===== config.mk =====
export PLATFORM = sky130hd
export DESIGN_NAME = input_debounce_bank
export DESIGN_NICKNAME = d
export VERILOG_FILES = /design/src/rtl/debounce_pkg.sv /design/src/rtl/debounce_ch.sv /design/src/rtl/input_debounce_bank.sv
export SDC_FILE = /design/constraint.sdc
export NUM_CORES = 1
export LEC_CHECK = 0
export CELL_PAD_IN_SITES_DETAIL_PLACEMENT = 1
export CELL_PAD_IN_SITES_GLOBAL_PLACEMENT = 2
export CORE_MARGIN = 4
export CORE_UTILIZATION = 35
export DETAILED_ROUTE_END_ITERATION = 6
export PLACE_DENSITY_LB_ADDON = 0.1
export SYNTH_ARGS = -nofsm -noshare
export SYNTH_HDL_FRONTEND = slang
export SYNTH_SLANG_ARGS = --single-unit

===== constraint.sdc =====
create_clock -name clk -period 2.5 [get_ports clk]
set_clock_uncertainty 0.1 [all_clocks]
set_input_delay 0.375 -clock clk [delete_from_list [all_inputs] [get_ports clk]]
set_output_delay 0.375 -clock clk [all_outputs]
set_load 0.05 [all_outputs]

===== src/rtl/debounce_pkg.sv =====
// Purpose: shared constants and elaboration-time helpers for the input debounce bank.
// Latency: none (compile-time only).
// Backpressure: none.
package debounce_pkg;

  // Prescaler counter width; bounds the largest supported CLK_FREQ (MHz).
  localparam int PRESC_W      = 16;
  localparam int CHANNELS_MAX = 64;

  // Ceiling log2, valid for value >= 1 (returns 0 for value == 1).
  function automatic int clog2(input int value);
    int w;
    w = 0;
    for (int i = 0; i < 31; i++) begin
      if ((1 << i) < value) w = i + 1;
    end
    return w;
  endfunction

  function automatic bit channels_ok(input int channels);
    return (channels >= 1) && (channels <= CHANNELS_MAX);
  endfunction

  function automatic bit clk_freq_ok(input int clk_freq);
    return (clk_freq >= 1) && (clk_freq <= (1 << PRESC_W));
  endfunction

  function automatic bit jitter_ok(input int jitter_max);
    return (jitter_max >= 1) && (jitter_max < (1 << 30));
  endfunction

endpackage


===== src/rtl/debounce_ch.sv =====
// Purpose: one debounce channel: 2-FF synchroniser, tick-based stability filter, optional edge/event flags.
// Latency: sig_o follows a clean input step after 2 cycles + JITTER_MAX ticks; rise/fall 1 cycle later, event_o 1 more.
// Backpressure: none; free-running, ev_clr is level-sensitive.
module debounce_ch
  import debounce_pkg::*;
#(
  parameter int JITTER_MAX = 1000,
  parameter bit INIT_VALUE = 1'b0
) (
  input  logic clk,
  input  logic rst_n,
  input  logic tick,
  input  logic sig_i,
  input  logic ev_clr,
  output logic sig_o,
  output logic rise,
  output logic fall,
  output logic event_o
);

  localparam int                CNT_W    = clog2(JITTER_MAX + 1);
  localparam logic [CNT_W-1:0]  CNT_LAST = CNT_W'(JITTER_MAX - 1);

  logic             sync_q1;
  logic             sync_q2;
  logic [CNT_W-1:0] cnt;
  logic             level_q;

  // Two-stage synchroniser for the asynchronous pad input.
  always_ff @(posedge clk) begin
    if (!rst_n) begin
      sync_q1 <= INIT_VALUE;
      sync_q2 <= INIT_VALUE;
    end else begin
      sync_q1 <= sig_i;
      sync_q2 <= sync_q1;
    end
  end

  // Accept the synchronised level only after it differs from sig_o for JITTER_MAX ticks in a row.
  always_ff @(posedge clk) begin
    if (!rst_n) begin
      cnt     <= '0;
      level_q <= INIT_VALUE;
    end else if (sync_q2 == level_q) begin
      cnt <= '0;
    end else if (tick) begin
      if (cnt == CNT_LAST) begin
        level_q <= sync_q2;
        cnt     <= '0;
      end else begin
        cnt <= cnt + 1'b1;
      end
    end
  end

  assign sig_o = level_q;

`ifdef DEBOUNCE_EVENT_EN
  logic level_d;
  logic rise_q;
  logic fall_q;
  logic event_q;

  // Registered edge detect; level_d resets to INIT_VALUE so reset release never looks like an edge.
  always_ff @(posedge clk) begin
    if (!rst_n) begin
      level_d <= INIT_VALUE;
      rise_q  <= 1'b0;
      fall_q  <= 1'b0;
    end else begin
      level_d <= level_q;
      rise_q  <= level_q & ~level_d;
      fall_q  <= ~level_q & level_d;
    end
  end

  // Sticky event flag; a new edge beats a simultaneous clear so no event is lost.
  always_ff @(posedge clk) begin
    if (!rst_n) begin
      event_q <= 1'b0;
    end else if (rise_q || fall_q) begin
      event_q <= 1'b1;
    end else if (ev_clr) begin
      event_q <= 1'b0;
    end
  end

  assign rise    = rise_q;
  assign fall    = fall_q;
  assign event_o = event_q;
`else
  logic unused_ev_clr;
  assign unused_ev_clr = ev_clr;
  assign rise          = 1'b0;
  assign fall          = 1'b0;
  assign event_o       = 1'b0;
`endif

endmodule


===== src/rtl/input_debounce_bank.sv =====
// Purpose: CHANNELS-wide switch/button debouncer with one shared 1 us prescaler; edge/event outputs only with DEBOUNCE_EVENT_EN.
// Latency: 2 sync cycles + JITTER_MAX ticks to sig_o; rise/fall +1 cycle; event_o +2 cycles; any_event combinational from event_o.
// Backpressure: none; inputs sampled every cycle, ev_clr takes effect on the next edge.
module input_debounce_bank
  import debounce_pkg::*;
#(
  parameter int CHANNELS   = 21,
  parameter int CLK_FREQ   = 50,
  parameter int JITTER_MAX = 1000,
  parameter bit INIT_VALUE = 1'b0
) (
  input  logic                clk,
  input  logic                rst_n,
  input  logic [CHANNELS-1:0] sig_i,
  input  logic [CHANNELS-1:0] ev_clr,
  output logic [CHANNELS-1:0] sig_o,
  output logic [CHANNELS-1:0] rise,
  output logic [CHANNELS-1:0] fall,
  output logic [CHANNELS-1:0] event_o,
  output logic                any_event
);

  // Reject illegal configurations at elaboration.
  if (!channels_ok(CHANNELS)) begin : g_bad_channels
    $error("input_debounce_bank: CHANNELS=%0d outside 1..%0d", CHANNELS, CHANNELS_MAX);
  end
  if (!clk_freq_ok(CLK_FREQ)) begin : g_bad_clk_freq
    $error("input_debounce_bank: CLK_FREQ=%0d outside 1..%0d", CLK_FREQ, 1 << PRESC_W);
  end
  if (!jitter_ok(JITTER_MAX)) begin : g_bad_jitter
    $error("input_debounce_bank: JITTER_MAX=%0d must be at least 1", JITTER_MAX);
  end

  localparam logic [PRESC_W-1:0] PRESC_LAST = PRESC_W'(CLK_FREQ - 1);

  logic [PRESC_W-1:0] presc_cnt;
  logic               tick;

  // With CLK_FREQ == 1 the counter stays at 0 and tick is permanently high.
  assign tick = (presc_cnt == PRESC_LAST);

  // Shared microsecond prescaler: counts 0..CLK_FREQ-1 and wraps.
  always_ff @(posedge clk) begin
    if (!rst_n) begin
      presc_cnt <= '0;
    end else if (tick) begin
      presc_cnt <= '0;
    end else begin
      presc_cnt <= presc_cnt + 1'b1;
    end
  end

  for (genvar i = 0; i < CHANNELS; i++) begin : g_ch
    debounce_ch #(
      .JITTER_MAX (JITTER_MAX),
      .INIT_VALUE (INIT_VALUE)
    ) u_ch (
      .clk     (clk),
      .rst_n   (rst_n),
      .tick    (tick),
      .sig_i   (sig_i[i]),
      .ev_clr  (ev_clr[i]),
      .sig_o   (sig_o[i]),
      .rise    (rise[i]),
      .fall    (fall[i]),
      .event_o (event_o[i])
    );
  end

  assign any_event = |event_o;

endmodule

==> key figures <==
Setup path
  – Worst path max stage delay: between 0.8 and 0.9 ns
  – Endpoint arrival time on the critical path: 1.80 ns
  – Maximum fanout encountered on the critical timing path: 3
  – Class of the most critical setup path: reg2out
  – Reg-to-reg setup timing slack: 0.24 ns
  – Critical Path RT: approximately 2.0 ns
  – Reg-to-reg startpoint: presc_cnt[1]
  – Cell count along the critical path: 1
  – Register-to-Register Path Depth: 8
  – Critical path cell sequence: clkdlybuf4s50_1
  – Kind of start point of the critical path: register
  – Reg-to-reg endpoint: g_ch[10].u_ch.cnt[6]
  – Total buffers and inverters traversed by the critical path: 1
  – Cell with the largest stage delay on the worst path: clkdlybuf4s50_1
  – Family with the most delay on the worst path: buffers and inverters
  – Critical path endpoint category: output port

Pwr
  – Clock network fraction of total power: 0.528
  – Relative contribution of sequential cells to total power: 0.436
  – LEAKAGE: 4.89 nW
  – Sw Pwr: approximately 0.0024 W
  – Cell internal power dissipation: 0.00831 W
  – Proportion of power drawn by combinational gates: 0.036
  – Worst-case vdd ir drop: 0.406 mV
  – Total power divided by cell area: 668 mW/mm^2
  – Fraction of power spent switching nets: 0.223

Layout
  – Highest-count cells in the layout ignoring fill and taps: dfxtp_1, a21oi_1, nand2_1
  – Most common cell after layout, fill and taps aside: dfxtp_1
  – Synthesis-to-finish area growth: 15.4%
  – Antenna diode instance count: 0
  – Share of post-route cells with drive strength above 1: 0.0762
  – Final layout net count: 1746
  – Fillers: 4596
  – Final core area utilization: 0.411

Placed design
  – Routability congestion estimate from global placement: ~0.75
  – Port Buf Inserts: 43
  – Worst-case setup slack after placement: 0.164 ns
  – Post-DP HPWL: 22100 um

Clock network
  – CTS HTree Levels: 2
  – TritonCTS clock tree: built
  – Reg clk slew, reported paths: 0.06 ns
  – Number of buffers on the longest clock path: 3
  – Latest clock arrival within the worst-skew pair: 0.53 ns
  – TritonCTS buffer count: 37
  – Setup Buffers After CTS: 0
  – Clk sink count: 289
  – Number of buffers inserted by hold repair at cts: 0
  – Clock tree root driver cell: clkbuf_16

STA
  – Relative slew margins: 0.638
  – Fmax: approximately 440 MHz
  – Endpoints failing hold: 0
  – Final critical path time including I/O delays and setup: 2.28 ns
  – RSZ-0062 raised after global routing: no
  – Number of slew-limit violations in the final report: 0
  – Final-report setup violation count: 0
  – Ratio of final minimum period to clock period: 0.911
  – Transition time at the pin with the least slew margin: 0.541 ns
  – Worst Setup Slack, final: 0.222 ns
  – Summed negative setup slack over all endpoints: 0 ns

Hold path
  – Min-delay src: rst_n
  – Path type of the worst min-delay path: in2reg
  – Hold path endpoint: g_ch[14].u_ch.sync_q2
  – Hold depth: 2

Global route
  – Number of global-route vias before repair: 11700
  – Initial antenna violation count: 0
  – Largest net degree at the start of global routing: 70
  – Global-route wire length before repair: 56600 um
  – Combined global-route utilization of all metal layers: 0.150
  – Remaining global-route overflow: 0

Detailed routing
  – Count of antenna-violating nets left after detailed routing: 0
  – Initial DRT Pass Iterations: 4
  – Vias post-DR: 11800
  – First DRT Iteration DRCs: 413
  – DR DRC count: 0
  – Number of vias per cell after detailed routing: about 5.3
  – Wire per inst: 15.0 um
  – Routed Wire Length: approximately 33000 um

Floorplanning
  – Ports placed on the boundary: about 130
  – Die Wd: 207 um
  – Floorplan core area: between 0.03 and 0.04 mm^2
  – Vert. Die Dim: 207 um
  – Starting utilization of the core area: 0.356
  – Rows: 72
  – Die area: 0.0429 mm^2

Yosys
  – Sequential share of the synthesized area: 0.417
  – Leading post-synthesis cells by cell area: dfxtp_1, a21oi_1, or3_1, buf_4, o21ai_0
  – Share of flip-flops with an asynchronous set or reset: 0
  – Synthesized flop and latch total: 289
  – Total of warnings raised by yosys: 0
  – Most common flop cell mapped by yosys: dfxtp_1
  – Mapped Avg Cell Area: between 8 and 9 um^2
  – Area share of the leading cell type in the synthesized netlist: 0.417
  – Syn Std Cell Area: 0.0139 mm^2
  – Post-synth EDFFs: 0
  – Cell taking the most area after synthesis: dfxtp_1
  – Syn Inst Count: 1653
  – Number of distinct standard cells referenced by the synthesized netlist: 54

Outcome
  – Run status: finished clean

Run
  – Max-Cap Viols: 0
==> synthesized netlist by cell type (2+ instances only) <==
cell type,n
and3_1,3
ha_1,23
a311oi_1,4
a21bo_2,6
a211oi_1,9
buf_4,87
a41oi_1,4
o41ai_1,4
o31ai_1,42
nand4b_1,9
mux2i_1,2
inv_1,43
nor4_1,9
o21ai_2,5
xor2_1,14
a21o_1,16
o21ai_0,118
dfxtp_1,289
or2_2,3
and2_1,78
clkbuf_1,57
nor3b_1,12
nand3_1,88
and4_1,16
nor4_2,2
or4_1,47
a21oi_1,194
buf_2,10
a31oi_1,6
or3_1,114
nand4_1,67
buf_1,4
xnor2_1,40
or3b_2,8
o211a_1,2
nand2_1,124
nor2_1,49
nor3_1,15
o21ai_1,4
o21a_1,12
==> cell type report <==
cell class / instances / area, um^2 / share of cell area
tap: 518 / 648 / 0.0405
multi-input combinational: 1224 / 7220 / 0.451
timing repair buffer: 83 / 876 / 0.0547
clock inverter: 10 / 158 / 0.00985
clock buffer: 57 / 1150 / 0.0721
sequential: 289 / 5790 / 0.362
inverter: 44 / 165 / 0.0103
==> cells by family (layout without fill, tap and decap cells) <==
kind of cell    after synthesis  after routing  synth area share
simple gates                651            651             0.268
compound gates              430            430             0.179
flops                       289            289             0.417
buf+inv                     203            194            0.0799
xor+xnor                     54             54            0.0341
fa+ha+maj                    23             23            0.0208
mux                           2              2           0.00144
other cells                   1             64          0.000270
==> sequential cells by signal (all words and copies together), names as in the netlist <==
name	count
g_ch.u_ch.cnt	210
g_ch.u_ch.sig_o	21
g_ch.u_ch.sync_q1	21
g_ch.u_ch.sync_q2	21
presc_cnt	16
==> through the flow <==
| stage | area (um^2) | hold WS, ns | total power, W | std cells |
|---|---|---|---|---|
| floorplan | 14100 | 0.312 | 0.00513 | 1716 |
| global placement | 14700 | 0.314 | 0.00515 | 2158 |
| detailed placement | 14700 | 0.321 | 0.00515 | 2158 |
| CTS | 16000 | 0.210 | 0.0109 | 2225 |
| global route | 16000 | 0.226 | 0.0111 | 2225 |
| finish | 16000 | 0.239 | 0.0107 | 2225 |
==> power groups by stage <==
| stage | clock [W] | combinational, W | sequential, W |
|---|---|---|---|
| final | 0.00565 | 0.000385 | 0.00466 |
| after global routing | 0.00607 | 0.000411 | 0.00466 |
| after CTS | 0.00590 | 0.000388 | 0.00466 |
| after detailed placement | 0 | 0.000387 | 0.00476 |
| after global placement | 0 | 0.000386 | 0.00476 |
| after floorplan | 0 | 0.000375 | 0.00476 |
==> how the worst max path moves through the flow <==
stage | start | endpoint | slack, ns
after detailed placement | presc_cnt[1] | g_ch[10].u_ch.cnt[6] | 0.16
after CTS | presc_cnt[1] | g_ch[10].u_ch.cnt[6] | 0.11
after global placement | presc_cnt[1] | g_ch[10].u_ch.cnt[6] | 0.20
after global routing | presc_cnt[1] | g_ch[10].u_ch.cnt[6] | 0.08
after floorplan | presc_cnt[0] | g_ch[2].u_ch.cnt[7] | 0.44
final | g_ch[20].u_ch.sig_o | sig_o[20] | 0.22
==> layer usage <==
metal  wire, um  track usage  vias up
met1      16400        0.199     5704
li1           -            -     5937
met3        966       0.0256       38
met5          0            0        -
met2      15500        0.254      106
met4        548       0.0422        0
==> timing repair <==
item                       CTS  global route
gates resized for setup      0             1
hold endpoints to repair     0             0
setup endpoints to repair    0             2
(Power assumes the default switching activity.)
